[src/rtl/s2p_pkg.sv]
// Shared types and helpers for the serial-to-parallel receiver.
package s2p_pkg;

  // Receiver FSM states.
  typedef enum logic [1:0] {
    ST_IDLE     = 2'd0,
    ST_RECV     = 2'd1,
    ST_WAIT_END = 2'd2
  } s2p_state_e;

  // Bit counter width able to hold values 0..frame_len.
  function automatic int unsigned cnt_width(input int unsigned frame_len);
    return $clog2(frame_len + 1);
  endfunction

endpackage

[src/rtl/s2p_shift_reg.sv]
// Assembly shift register for the serial-to-parallel receiver.
// MSB_FIRST=1 shifts left inserting at bit 0; MSB_FIRST=0 shifts right inserting at the MSB.
// word_o shows the word including the current bit while shift_i is high, so the caller can
// commit on the same edge that samples the last bit.
module s2p_shift_reg #(
  parameter int unsigned DATA_SIZE = 8,
  parameter bit          MSB_FIRST = 1'b1
) (
  input  logic                 clk,
  input  logic                 rst,
  input  logic                 clr_i,
  input  logic                 load_i,
  input  logic                 shift_i,
  input  logic                 serial_i,
  output logic [DATA_SIZE-1:0] word_o
);

  logic [DATA_SIZE-1:0] sr_q, sr_d;
  logic [DATA_SIZE-1:0] shifted, loaded;

  // Candidate values for a shift into the current word or a fresh load of bit 0.
  always_comb begin
    shifted = sr_q;
    loaded  = '0;
    if (MSB_FIRST) begin
      shifted = {sr_q[DATA_SIZE-2:0], serial_i};
      loaded  = {{(DATA_SIZE-1){1'b0}}, serial_i};
    end else begin
      shifted = {serial_i, sr_q[DATA_SIZE-1:1]};
      loaded  = {serial_i, {(DATA_SIZE-1){1'b0}}};
    end
  end

  // Next-state select: clear beats load beats shift.
  always_comb begin
    sr_d = sr_q;
    if (clr_i) begin
      sr_d = '0;
    end else if (load_i) begin
      sr_d = loaded;
    end else if (shift_i) begin
      sr_d = shifted;
    end
  end

  // Shift register state.
  always_ff @(posedge clk or posedge rst) begin
    if (rst) begin
      sr_q <= '0;
    end else begin
      sr_q <= sr_d;
    end
  end

  // Word as seen by the committing edge.
  always_comb begin
    word_o = shift_i ? shifted : sr_q;
  end

endmodule

[src/rtl/serial_to_parallel.sv]
// Framed serial-to-parallel receiver with valid/ack output handshake.
// Optional feature: define S2P_PARITY_EN to append an even-parity bit to each frame and
// expose parity_err_o.
module serial_to_parallel
  import s2p_pkg::*;
#(
  parameter int unsigned DATA_SIZE = 8,
  parameter bit          MSB_FIRST = 1'b1
) (
  input  logic                 clk,
  input  logic                 rst,
  input  logic                 serial_i,
  input  logic                 frame_i,
  input  logic                 ack_i,
  output logic [DATA_SIZE-1:0] data_o,
  output logic                 valid_o,
  output logic                 busy_o,
  output logic                 frame_err_o,
`ifdef S2P_PARITY_EN
  output logic                 parity_err_o,
`endif
  output logic                 overrun_o
);

`ifdef S2P_PARITY_EN
  localparam int unsigned FrameLen = DATA_SIZE + 1;
`else
  localparam int unsigned FrameLen = DATA_SIZE;
`endif
  localparam int unsigned CntW = cnt_width(FrameLen);
  localparam logic [CntW-1:0] LastIdx  = CntW'(FrameLen - 1);
  localparam logic [CntW-1:0] DataBits = CntW'(DATA_SIZE);

  s2p_state_e           state_q;
  logic [CntW-1:0]      cnt_q;
  logic [DATA_SIZE-1:0] data_q;
  logic                 valid_q, busy_q, frame_err_q, overrun_q;
`ifdef S2P_PARITY_EN
  logic                 parity_err_q;
`endif

  logic                 start, in_bit, commit, shift_en, clr;
  logic [DATA_SIZE-1:0] word;

  // Frame decode: start in IDLE, sample in RECV, commit on the final frame bit.
  always_comb begin
    start    = (state_q == ST_IDLE) && frame_i;
    in_bit   = (state_q == ST_RECV) && frame_i;
    commit   = in_bit && (cnt_q == LastIdx);
    // The parity bit (when present) is never shifted into the data word.
    shift_en = in_bit && (cnt_q < DataBits);
    clr      = (state_q == ST_RECV) && !frame_i;
  end

  s2p_shift_reg #(
    .DATA_SIZE (DATA_SIZE),
    .MSB_FIRST (MSB_FIRST)
  ) u_shift_reg (
    .clk      (clk),
    .rst      (rst),
    .clr_i    (clr),
    .load_i   (start),
    .shift_i  (shift_en),
    .serial_i (serial_i),
    .word_o   (word)
  );

  // FSM, bit counter and output handshake.
  always_ff @(posedge clk or posedge rst) begin
    if (rst) begin
      state_q      <= ST_IDLE;
      cnt_q        <= '0;
      data_q       <= '0;
      valid_q      <= 1'b0;
      busy_q       <= 1'b0;
      frame_err_q  <= 1'b0;
      overrun_q    <= 1'b0;
`ifdef S2P_PARITY_EN
      parity_err_q <= 1'b0;
`endif
    end else begin
      frame_err_q <= 1'b0;

      if (ack_i && valid_q) begin
        valid_q <= 1'b0;
      end
      // A commit overrides the ack clear; overrun only if the old word was never taken.
      if (commit) begin
        data_q  <= word;
        valid_q <= 1'b1;
        if (valid_q && !ack_i) begin
          overrun_q <= 1'b1;
        end
`ifdef S2P_PARITY_EN
        parity_err_q <= (^word) ^ serial_i;
`endif
      end

      case (state_q)
        ST_IDLE: begin
          if (frame_i) begin
            cnt_q   <= CntW'(1);
            state_q <= ST_RECV;
            busy_q  <= 1'b1;
          end
        end
        ST_RECV: begin
          if (frame_i) begin
            if (cnt_q == LastIdx) begin
              state_q <= ST_WAIT_END;
              busy_q  <= 1'b0;
            end else begin
              cnt_q <= cnt_q + CntW'(1);
            end
          end else begin
            frame_err_q <= 1'b1;
            state_q     <= ST_IDLE;
            busy_q      <= 1'b0;
          end
        end
        ST_WAIT_END: begin
          if (!frame_i) begin
            state_q <= ST_IDLE;
          end
        end
        default: begin
          state_q <= ST_IDLE;
          busy_q  <= 1'b0;
        end
      endcase
    end
  end

  assign data_o       = data_q;
  assign valid_o      = valid_q;
  assign busy_o       = busy_q;
  assign frame_err_o  = frame_err_q;
  assign overrun_o    = overrun_q;
`ifdef S2P_PARITY_EN
  assign parity_err_o = parity_err_q;
`endif

endmodule

[config.mk]
export PLATFORM = sky130hd
export DESIGN_NAME = serial_to_parallel
export DESIGN_NICKNAME = d
export VERILOG_FILES = /design/src/rtl/s2p_pkg.sv /design/src/rtl/s2p_shift_reg.sv /design/src/rtl/serial_to_parallel.sv
export SDC_FILE = /design/constraint.sdc
export NUM_CORES = 1
export LEC_CHECK = 0
export ABC_AREA = 0
export BUFFER_PORTS_ARGS = -buffer_cell sky130_fd_sc_hd__buf_4
export CAP_MARGIN = 0
export CORE_MARGIN = 3
export CORE_UTILIZATION = 58
export DETAILED_ROUTE_END_ITERATION = 8
export MAX_ROUTING_LAYER = met4
export PLACE_DENSITY = 0.81
export SYNTH_ARGS = -nofsm -noshare
export SYNTH_HDL_FRONTEND = slang
export SYNTH_SLANG_ARGS = --single-unit
[constraint.sdc]
create_clock -name clk -period 3.5 [get_ports clk]
set_clock_uncertainty 0.2 [all_clocks]
set_input_delay 0.35 -clock clk [delete_from_list [all_inputs] [get_ports clk]]
set_output_delay 0.35 -clock clk [all_outputs]
set_load 0.05 [all_outputs]
After elaboration in Yosys (flattened, before gate mapping)
Cells that the tools add are included.
- flip-flop bits (word level): 26
- input port bits: 5
- output and inout port bits: 12
- add/sub/neg operators: 1
- magnitude comparators: 1
- eq/ne operators: 8
- muxes and demuxes: 20
- bitwise logic cells: 1
- reduce and logical (&&, ||, !) cells: 16
- operators with widths (kind ; count):
    $mux W8 ; 3
    $mux W4 ; 3
    $mux W2 ; 4
    $ne A2 B2 Y1 const B ; 4
    $pmux W4 S2 ; 1
    $logic_and A1 B1 Y1 ; 7
    $mux W1 ; 7
    $pmux W2 S3 ; 1
    $reduce_and A3 Y1 ; 2
    $add A4 B1 Y4 const B ; 1
    $eq A4 B3 Y1 const B ; 1
    $lt A4 B4 Y1 const B ; 1
    $reduce_and A4 Y1 ; 1
    $reduce_bool A2 Y1 ; 2
    $ne A3 B2 Y1 const B ; 1
    $pmux W1 S3 ; 1
    $eq A2 B1 Y1 const B ; 1
    $eq A2 B2 Y1 const B ; 1
    $logic_not A1 Y1 ; 2
    $logic_not A2 Y1 ; 1
    $reduce_and A2 Y1 ; 1
    $not A1 Y1 ; 1

Depth between registers and ports, before layout
- word-level depth: 6
- mapped depth: 4
- gate-level depth less buffers: 4

Modules after synthesis
Synthesis repeated with hierarchy kept, for this count alone.
- cell total of the unflattened synthesis: 92
- area total of the unflattened synthesis: 1184.9 µm²
- by module, submodules not included (module ; instances ; cells an instance ; area each (µm²)):
    serial_to_parallel ; 1 ; 63 ; 810.8
    s2p_shift_reg ; 1 ; 29 ; 374.1

Worst setup path after synthesis
OpenSTA, ideal clock, no wires.
- path kind: register to register
- from: register cnt_q[0]
- to: register data_q[0] (netlist: data_o[0])
- library setup time: 0.125 ns
- arrival time: 1.427 ns
- path slack: 1.748 ns
- cell stages (with the launch flop): 5
- buffers on the path: 0
- cell sequence: dfrtp_1 > ha_1 > nand3b_1 > nor3_4 > mux2_2
- cells in the longest elaborated chain, start to end: 3
- ends and longest elaborated chain (what ; line ; text):
    start, declared ; serial_to_parallel.sv:35 ; logic [CntW-1:0] cnt_q;
    start signal, assigned ; serial_to_parallel.sv:102 ; cnt_q <= CntW'(1);
    start signal, assigned ; serial_to_parallel.sv:113 ; cnt_q <= cnt_q + CntW'(1);
    $lt A4 B4 Y1 ; serial_to_parallel.sv:51 ; shift_en = in_bit && (cnt_q < DataBits);
    $logic_and A1 B1 Y1 ; serial_to_parallel.sv:51 ;
    $mux W8 ; s2p_shift_reg.sv:57 ; word_o = shift_i ? shifted : sr_q;
    end signal, assigned ; serial_to_parallel.sv:89 ; data_q <= word;
    end, declared ; serial_to_parallel.sv:36 ; logic [DATA_SIZE-1:0] data_q;
Parallel ways exist; a longest one is shown, timed or not.
A chain may end at the register's enable or synchronous reset.

Worst setup path in the final report
- from: register cnt_q[0]
- to: register data_q[3] (netlist: data_o[3])
Same word-level chain as after synthesis.

==> reports/qor.yml <==
critical_path.cell_chain: "ha_1 > nand3b_1 > nor3_4 > mux2_2"
cp_max_fo: 10
critical_path.slowest_cell: "dfrtp_1"
drc: 0
coreArea_sq_um: 1630
tightest_slew_ps: 879
ys_ff_latch: 25
power_uw: 669
boundaryPins: 17
postCtsSetupBuffers: 0
layout-drive-gt1-share: 0.274
grt_max_degree: 26
multiInputGateArea_sq_um: 433
ys_seq_area_frac: 0.579
drv_cap: 0
final_area_sq_um: 1250
powerDensity_nw_per_um2: 535
first_pass_iters: 4
drt-vias-per-instance: 5.71
diodes: 0
synth.area.top_cells: "dfrtp_1 (58%), mux2_2 (9.4%), a22oi_1 (4.2%), o21ai_0 (3.2%), nand2_1 (2.4%)"
fin_cells: 137
synthDistinctLibCells: 25
h-tree-depth: 1
drt_wl_total_um: 1860
start_util: 0.664
fin_tns_setup_ps: 0
ir_worst_vdd_mv: 0.398
setup.worst_path.start_class: "flip-flop"
drv_slew: 0
areaGrowthSynthToFinish_pct: 15.6
setup_violations: 0
worstPathRequired_ps: 3510
insertion_delay_ps: 320
cp_top_family: "simple AND/OR/NAND/NOR gates"
die_height_um: 49.2
syn_inst: 95
die_w_um: 49.2
status: "complete, no violations"
synthArstFlopShare: 1.00
placed_cells: 133
leakage_nw: 0.594
cp.arrival_ps: 2010
synth.avg_cell_area_sq_um: 11.4
io_buffers: 16
seqCellArea_sq_um: 626
fmax_ghz: 0.501
synth_ff_type: "dfrtp_1"
synth-edff-count: 0
cp_num_buf_inv: 0
finalCritPeriodShare: 0.571
fillCellCount: 118
first_iter_violations: 15
cts_tree: "yes"
root_buffer: "clkbuf_4"
hold_class: "in -> async"
final_hold_viol_count: 0
worstSetupPathType: "reg -> reg"
syn_nets: 101
clock-sinks: 25
cts_buffer_depth: 2
ant_nets: 0
routedWlPerCell_um: 13.6
numCtsBuffers: 3
synth_top_area_cell: "dfrtp_1"
grt_pass1_vias: 730
grt_pass1_wl_um: 3330
syn_area_sq_um: 1080
track_usage: 0.183
placed_cell_area_sq_um: 1220
num_rows: 14
vias: 782
cts_hold_buf: 0
cp-end-kind: "flip-flop"
rsz0062_at_grt: "no"
gp_congestion: 0.865
slew_headroom: 0.413
antenna_found_initial: 0
die-area_sq_um: 2420
grt_overflow_total: 0
path_clk_slew_ps: 130
netlist.area_leader.share: 0.579
max_stage_delay_ps: 430
period_needed_ps: 2000
ctsResizeCount: 0
hpwlAfterDp_um: 1340
finalNetCount: 120
yosys_warnings: 0
## layer usage
metal	wire [um]	GRT usage
met1	866	0.247
met2	875	0.263
met3	75	0.0275
met4	41	0.0995
met5	0	-
## power breakdown
part           switching (mW)  internal, mW
sequential             0.0371         0.324
clock                  0.0813        0.0446
combinational           0.116        0.0659
total                   0.235         0.434
## state kept, by name, indices dropped and copies added (netlist names)
| name | flops |
|---|---|
| overrun_o | 1 |
| busy_o | 1 |
| state_q | 2 |
| u_shift_reg.sr_q | 7 |
| data_o | 8 |
| frame_err_o | 1 |
| valid_o | 1 |
| cnt_q | 4 |
## path summary, 6_finish.rpt
| path | to | slack, ps | depth (start not counted) | startpoint |
|---|---|---|---|---|
| setup / recovery | data_o[3] | 1500 | 4 | cnt_q[0] |
| hold / removal | u_shift_reg.sr_q[5] | 5 | 2 | rst |
| setup reg to reg | data_o[3] | 1500 | 4 | cnt_q[0] |
| hold reg to reg | overrun_o | 280 | 1 | overrun_o |
| max in group asynchronous | data_o[2] | 2550 | 2 | rst |
| min in group clk | frame_err_o | 30 | 2 | frame_i |
## cell families after synthesis
logic type      synth area share
compound gates             0.159
simple gates               0.137
flops                      0.579
mux                       0.0938
buf+inv                   0.0208
fa+ha+maj                 0.0116
## worst reg2reg max path, stage by stage, from the launching register on
cell      delay [ps]
dfrtp_1          430
ha_1             260
nand3b_1         180
nor3_4           420
mux2_2           390
## cells in the mapped netlist (2+ instances only)
library cell / instances
o21ai_0: 7
o22ai_1: 3
nor2_1: 5
inv_1: 4
nand3_1: 4
a21oi_1: 5
dfrtp_1: 25
a22oi_1: 6
clkbuf_1: 2
nor2b_1: 2
mux2_2: 9
nand2_1: 7
nand2b_1: 4
## layout by cell type (no fill, tap or decap), types with 2 or more instances in the layout
cell       n
o21ai_0    7
nand2_1    7
nor2b_1    2
nand3_1    4
mux2_2     9
inv_1      4
a22oi_1    6
a21oi_1    5
clkbuf_4   3
o22ai_1    3
nand2b_1   4
dfrtp_1   25
nor2_1     5
buf_4     16
## final cells by class
type	count	area share
Sequential cell	25	0.501
Tap cell	24	0.0240
Multi-Input combinational cell	64	0.346
Clock buffer	4	0.0210
Inverter	4	0.0120
Timing Repair Buffer	16	0.0961
## stage by stage
stage | hold WS, ps | utilization | setup slack (ps)
2_1_floorplan | 177 | - | 1750
3_3_place_gp | 260 | 0.751 | 1570
3_5_place_dp | 258 | 0.751 | 1520
4_1_cts | 31.4 | 0.767 | 1500
5_1_grt | 29.6 | 0.767 | 1400
6_report | 4.69 | 0.767 | 1500
No activity file was read; power rests on OpenSTA's default activity.
